==> src/rtl/vga_timing_generator.sv <==
// 640x480@60 timing wrapper for the VGA pixel drawer: divides clk into a pixel tick,
// presents row/col to the drawer, and registers its RGB with delay-matched sync pins.
module vga_timing_generator #(
   parameter int CLK_DIV         = 2,
   parameter int H_VISIBLE       = 640,
   parameter int H_FRONT         = 16,
   parameter int H_SYNC          = 96,
   parameter int H_BACK          = 48,
   parameter int V_VISIBLE       = 480,
   parameter int V_FRONT         = 10,
   parameter int V_SYNC          = 2,
   parameter int V_BACK          = 33,
   parameter int PIPE_DELAY      = 1,
   parameter int SYNC_ACTIVE_LOW = 1
) (
   input  logic        clk,
   input  logic        reset,
   input  logic [3:0]  in_red,
   input  logic [3:0]  in_green,
   input  logic [3:0]  in_blue,
   output logic [31:0] row,
   output logic [31:0] col,
   output logic        display_on,
   output logic        pixel_tick,
   output logic        frame_start,
   output logic [3:0]  vga_r,
   output logic [3:0]  vga_g,
   output logic [3:0]  vga_b,
   output logic        vga_hs,
   output logic        vga_vs
);

   localparam int H_TOTAL = H_VISIBLE + H_FRONT + H_SYNC + H_BACK;
   localparam int V_TOTAL = V_VISIBLE + V_FRONT + V_SYNC + V_BACK;
   localparam int H_W     = $clog2(H_TOTAL);
   localparam int V_W     = $clog2(V_TOTAL);
   localparam int DIV_W   = (CLK_DIV > 1) ? $clog2(CLK_DIV) : 1;

   localparam logic [DIV_W-1:0] DIV_LAST = DIV_W'(CLK_DIV - 1);
   localparam logic [H_W-1:0]   H_LAST   = H_W'(H_TOTAL - 1);
   localparam logic [H_W-1:0]   H_VIS    = H_W'(H_VISIBLE);
   localparam logic [H_W-1:0]   HS_FIRST = H_W'(H_VISIBLE + H_FRONT);
   localparam logic [H_W-1:0]   HS_LAST  = H_W'(H_VISIBLE + H_FRONT + H_SYNC - 1);
   localparam logic [V_W-1:0]   V_LAST   = V_W'(V_TOTAL - 1);
   localparam logic [V_W-1:0]   V_VIS    = V_W'(V_VISIBLE);
   localparam logic [V_W-1:0]   VS_FIRST = V_W'(V_VISIBLE + V_FRONT);
   localparam logic [V_W-1:0]   VS_LAST  = V_W'(V_VISIBLE + V_FRONT + V_SYNC - 1);
   localparam logic             SYNC_IDLE = (SYNC_ACTIVE_LOW != 0);

   logic [DIV_W-1:0] divider;
   logic             tick_next;
   logic [H_W-1:0]   h_count;
   logic [V_W-1:0]   v_count;
   logic             in_visible;
   logic             hs_next;
   logic             vs_next;
   logic             hs_raw;
   logic             vs_raw;
   logic [2:0]       timing_bits;
   logic [2:0]       last_bits;

   assign tick_next  = (divider == DIV_LAST);
   assign in_visible = (h_count < H_VIS) && (v_count < V_VIS);
   assign hs_next    = (h_count >= HS_FIRST) && (h_count <= HS_LAST);
   assign vs_next    = (v_count >= VS_FIRST) && (v_count <= VS_LAST);

   // NOTE: sequential state uses non-blocking assignments so every register samples
   // pre-edge values, independent of the order the always_ff blocks are evaluated.
   always_ff @(posedge clk or posedge reset) begin
      if (reset) begin
         divider    <= '0;
         pixel_tick <= 1'b0;
      end else begin
         pixel_tick <= tick_next;
         divider    <= tick_next ? '0 : divider + DIV_W'(1);
      end
   end

   always_ff @(posedge clk or posedge reset) begin
      if (reset) begin
         h_count <= '0;
         v_count <= '0;
      end else if (tick_next) begin
         if (h_count == H_LAST) begin
            h_count <= '0;
            v_count <= (v_count == V_LAST) ? '0 : v_count + V_W'(1);
         end else begin
            h_count <= h_count + H_W'(1);
         end
      end
   end

   // Timing registers load from the counters before they advance on the same tick.
   always_ff @(posedge clk or posedge reset) begin
      if (reset) begin
         display_on  <= 1'b0;
         row         <= '0;
         col         <= '0;
         hs_raw      <= 1'b0;
         vs_raw      <= 1'b0;
         frame_start <= 1'b0;
      end else begin
         frame_start <= tick_next && (h_count == '0) && (v_count == V_VIS);
         if (tick_next) begin
            display_on <= in_visible;
            col        <= in_visible ? 32'(h_count) : '0;
            row        <= in_visible ? 32'(v_count) : '0;
            hs_raw     <= hs_next;
            vs_raw     <= vs_next;
         end
      end
   end

   assign timing_bits = {display_on, hs_raw, vs_raw};

   // Extra stages cover drawer latency beyond one tick; the pin register is the final stage.
   if (PIPE_DELAY > 1) begin : g_pipe
      logic [2:0] stages [PIPE_DELAY-1];

      // NOTE: the delay stages are reset explicitly so blanking and idle sync reach the
      // pins on the very first ticks after reset, before real timing has propagated.
      always_ff @(posedge clk or posedge reset) begin
         if (reset) begin
            for (int k = 0; k < PIPE_DELAY - 1; k++) begin
               stages[k] <= '0;
            end
         end else if (tick_next) begin
            stages[0] <= timing_bits;
            for (int k = 1; k < PIPE_DELAY - 1; k++) begin
               stages[k] <= stages[k-1];
            end
         end
      end

      assign last_bits = stages[PIPE_DELAY-2];
   end else begin : g_direct
      assign last_bits = timing_bits;
   end

   always_ff @(posedge clk or posedge reset) begin
      if (reset) begin
         vga_r  <= '0;
         vga_g  <= '0;
         vga_b  <= '0;
         vga_hs <= SYNC_IDLE;
         vga_vs <= SYNC_IDLE;
      end else if (tick_next) begin
         vga_r  <= last_bits[2] ? in_red   : 4'h0;
         vga_g  <= last_bits[2] ? in_green : 4'h0;
         vga_b  <= last_bits[2] ? in_blue  : 4'h0;
         vga_hs <= last_bits[1] ^ SYNC_IDLE;
         vga_vs <= last_bits[0] ^ SYNC_IDLE;
      end
   end

endmodule

==> config.mk <==
export PLATFORM = sky130hd
export DESIGN_NAME = vga_timing_generator
export DESIGN_NICKNAME = d
export VERILOG_FILES = /design/src/rtl/vga_timing_generator.sv
export SDC_FILE = /design/constraint.sdc
export NUM_CORES = 1
export LEC_CHECK = 0
export BUFFER_PORTS_ARGS = -buffer_cell sky130_fd_sc_hd__buf_2
export CAP_MARGIN = 20
export CORE_UTILIZATION = 35
export DETAILED_ROUTE_END_ITERATION = 12
export PLACE_DENSITY = 0.64
export SYNTH_ARGS = -nofsm -noshare
export SYNTH_HDL_FRONTEND = slang
export SYNTH_SLANG_ARGS = --single-unit
==> constraint.sdc <==
create_clock -name clk -period 1.7 [get_ports clk]
set_clock_uncertainty 0.1 [all_clocks]
set_input_delay 0.255 -clock clk [delete_from_list [all_inputs] [get_ports clk]]
set_output_delay 0.255 -clock clk [all_outputs]
set_load 0.02 [all_outputs]
==> results.yml <==
critical_path:
  critPathKind: "reg -> reg"
  rrSetupSlack_ns: 0.06
  r2r-end: "v_count[4]$_DFFE_PP0P_"
  crit_fanout: 3
  required_ns: 1.81
  rr_startpoint: "v_count[0]$_DFFE_PP0P_"
  cp-end-kind: "flop"
  ff2ff_path_depth: 6
  arrival_ns: 1.75
  critPathLaunchType: "flop"
global_route:
  grtUsageTotal_pct: 14.1
  globalRoute.totalOverflow: 0
  grt_pass1_vias: 1921
  grt_pass1_wl_um: 9270
  grt_max_degree: 39
  antenna_found_initial: 0
timing:
  fin_tns_setup_ns: 0
  finalHoldViolCount: 0
  fmax_mhz: 610
  setup_violations: 0
  setup_slack_ns: 0.0605
  post-route-period-util_pct: 96.4
  final_max_slew_viol_count: 0
  min_period_ns: 1.64
  rsz0062_at_grt: "false"
finish:
  drive_above_1_share_pct: 31.0
  final_cell_mix: "dfrtp_1, buf_2, conb_1"
  layout_commonest_cell: "dfrtp_1"
  diodes: 0
  fin_util_pct: 43.9
  nets: 342
  final_cells: 431
  area_growth_pct: 20.7
synth:
  yosysSeqAreaShare_pct: 53.2
  synthCells: 250
  postSynthAreaPerCell_um2: 11.3
  synth_warnings: 0
  ys_types: 35
  syn-cell-area_um2: 2830
  postSynthRegisterBits: 60
placed_design:
  dp_hpwl_um: 3880
  post-place-ws_ns: 0.0236
  place_congestion: 0.792
  port_buffers: 50
  dp.cells: 412
cts:
  tritoncts: "yes"
  clock_latency_ns: 0.34
  path_clk_slew_ns: 0.07
  cts_made_buffers: 9
  clk_path_buf_depth: 2
  cts.htree.levels: 3
  cts_root_buf: "clkbuf_8"
  cts.sinks: 60
pwr:
  power_density_nw_per_um2: 859
  ir_drop_mv: 0.307
  p_leak_uw: 0.00172
detailed_routing:
  viasPerCell: 4.70
  routed_wl_um: 5500
  vias: 2026
  drt_iter0_markers: 88
  drt_pre_antenna_iters: 4
  wl_per_cell_um: 12.8
  detail-route-antenna-nets: 0
  drcViolationCount: 0
worst_hold_path:
  hold_end: "vga_g[2]$_DFFE_PP0P_"
  hp-start: "in_green[2]"
  hold_class: "in -> reg"
  worst_hold_path.num_cells: 2
die:
  core_region_area_um2: 7770
  ios: 95
  die_x_um: 91.8
  placementRows: 32
  die_h_um: 91.8
  initial_core_util_pct: 36.4
  die_area_um2: 8440
job:
  drv_cap: 0
run_status:
  status: "completed"
==> synth_stat cells (all sizes together) <==
cell type	n	area, µm²
o21ai	8	40.0
buf	51	378
clkbuf	5	18.8
nor4	1	6.26
a21oi	1	5.00
mux2	1	11.3
dfrtp	58	1450
conb	1	3.75
a22o	31	272
ha	4	50.1
nor2b	2	12.5
xnor2	8	70.1
xor2	5	43.8
nor2	15	56.3
nor4bb	1	10.0
dfstp	2	52.6
nor4b	2	17.5
and2	3	18.8
or4b	1	10.0
a32o	2	20.0
nand2	8	30.0
inv	7	26.3
a21o	1	7.51
a21bo	1	10.0
and3	4	25.0
o2bb2ai	2	17.5
and4	3	31.3
nand4b	1	8.76
nand3	8	40.0
nor3	3	15.0
mux2i	1	10.0
nand4	9	56.3
==> where the power goes <==
group / internal, µW / total [µW] / switching [µW] / leakage [µW]
Combinational: 38.1 / 184 / 146 / 0.000851
Clock: 752 / 1290 / 543 / 0.000102
Sequential: 1440 / 1450 / 7.26 / 0.000766
==> what timing repair did <==
| action | 4_1_cts | 5_1_grt |
|---|---|---|
| setup buffers | 0 | 2 |
| hold endpoints to repair | 17 | 0 |
| resized for setup | 0 | 6 |
| setup endpoints to repair | 0 | 9 |
| hold buffers | 1 | 0 |
==> worst max-delay path by stage <==
stage / from / cells past startpoint / slack (ns) / endpoint
2_1_floorplan: v_count[0]$_DFFE_PP0P_ / 6 / 0.04 / v_count[3]$_DFFE_PP0P_
3_3_place_gp: h_count[5]$_DFFE_PP0P_ / 4 / 0.09 / v_count[4]$_DFFE_PP0P_
3_5_place_dp: v_count[0]$_DFFE_PP0P_ / 6 / 0.02 / v_count[4]$_DFFE_PP0P_
4_1_cts: v_count[0]$_DFFE_PP0P_ / 6 / 0.01 / v_count[4]$_DFFE_PP0P_
5_1_grt: v_count[5]$_DFFE_PP0P_ / 3 / 0.001 / vs_raw$_DFFE_PP0P_
6_report: v_count[0]$_DFFE_PP0P_ / 6 / 0.06 / v_count[4]$_DFFE_PP0P_
==> cell families (layout without fill, tap and decap cells) <==
kind of cell	Yosys count	in the layout	share of synthesized area [%]
buffers and inverters	63	99	15.0
and+or+nand+nor	61	61	12.0
adders and majority gates	4	4	1.77
other	1	44	0.133
DFF	60	60	53.2
xor gates and xnor gates	13	13	4.03
muxes	2	2	0.753
AOI/OAI and AO/OA	46	46	13.2
==> stage by stage <==
step                      cell area [µm²]  hold WS (ns)  total power (µW)
after detailed placement             3160         0.213              1660
final                                3410        0.0386              2930
after CTS                            3380        0.0244              2970
after global placement               3160         0.208              1660
after floorplan                      3000         0.260              1690
after global routing                 3410        0.0235              3050
==> routing by layer <==
| layer | share of wire (%) | wire length, µm | track usage [%] |
|---|---|---|---|
| met1 | 47 | 2560 | 18.4 |
| met2 | 44 | 2420 | 21.7 |
| met4 | 1.3 | 72 | 5.86 |
| met5 | 0 | 0 | 0 |
| met3 | 8.0 | 438 | 4.23 |
==> worst max-delay path: stages, from the launching register on <==
cell      delay, ns
dfrtp_1        0.40
inv_2          0.08
ha_2           0.17
nor4bb_4       0.19
and4_1         0.26
nor2_1         0.05
mux2_4         0.27
==> flip-flops by register name, summed over array words and instances (netlist names) <==
register / cells
vga_r: 4
vga_b: 4
vga_g: 4
frame_start: 1
col: 10
vs_raw: 1
row: 10
pixel_tick: 1
vga_hs: 1
v_count: 10
vga_vs: 1
h_count: 10
divider: 1
display_on: 1
hs_raw: 1
==> layout make-up <==
cell class | instances | area, µm²
Fill cell | 743 | 4360
Sequential cell | 60 | 1500
Multi-Input combinational cell | 170 | 1090
Timing Repair Buffer | 76 | 460
Clock buffer | 12 | 155
Tap cell | 102 | 128
Clock inverter | 4 | 47.5
Inverter | 7 | 30.0
Note: power is estimated with default switching activity, not from simulation.
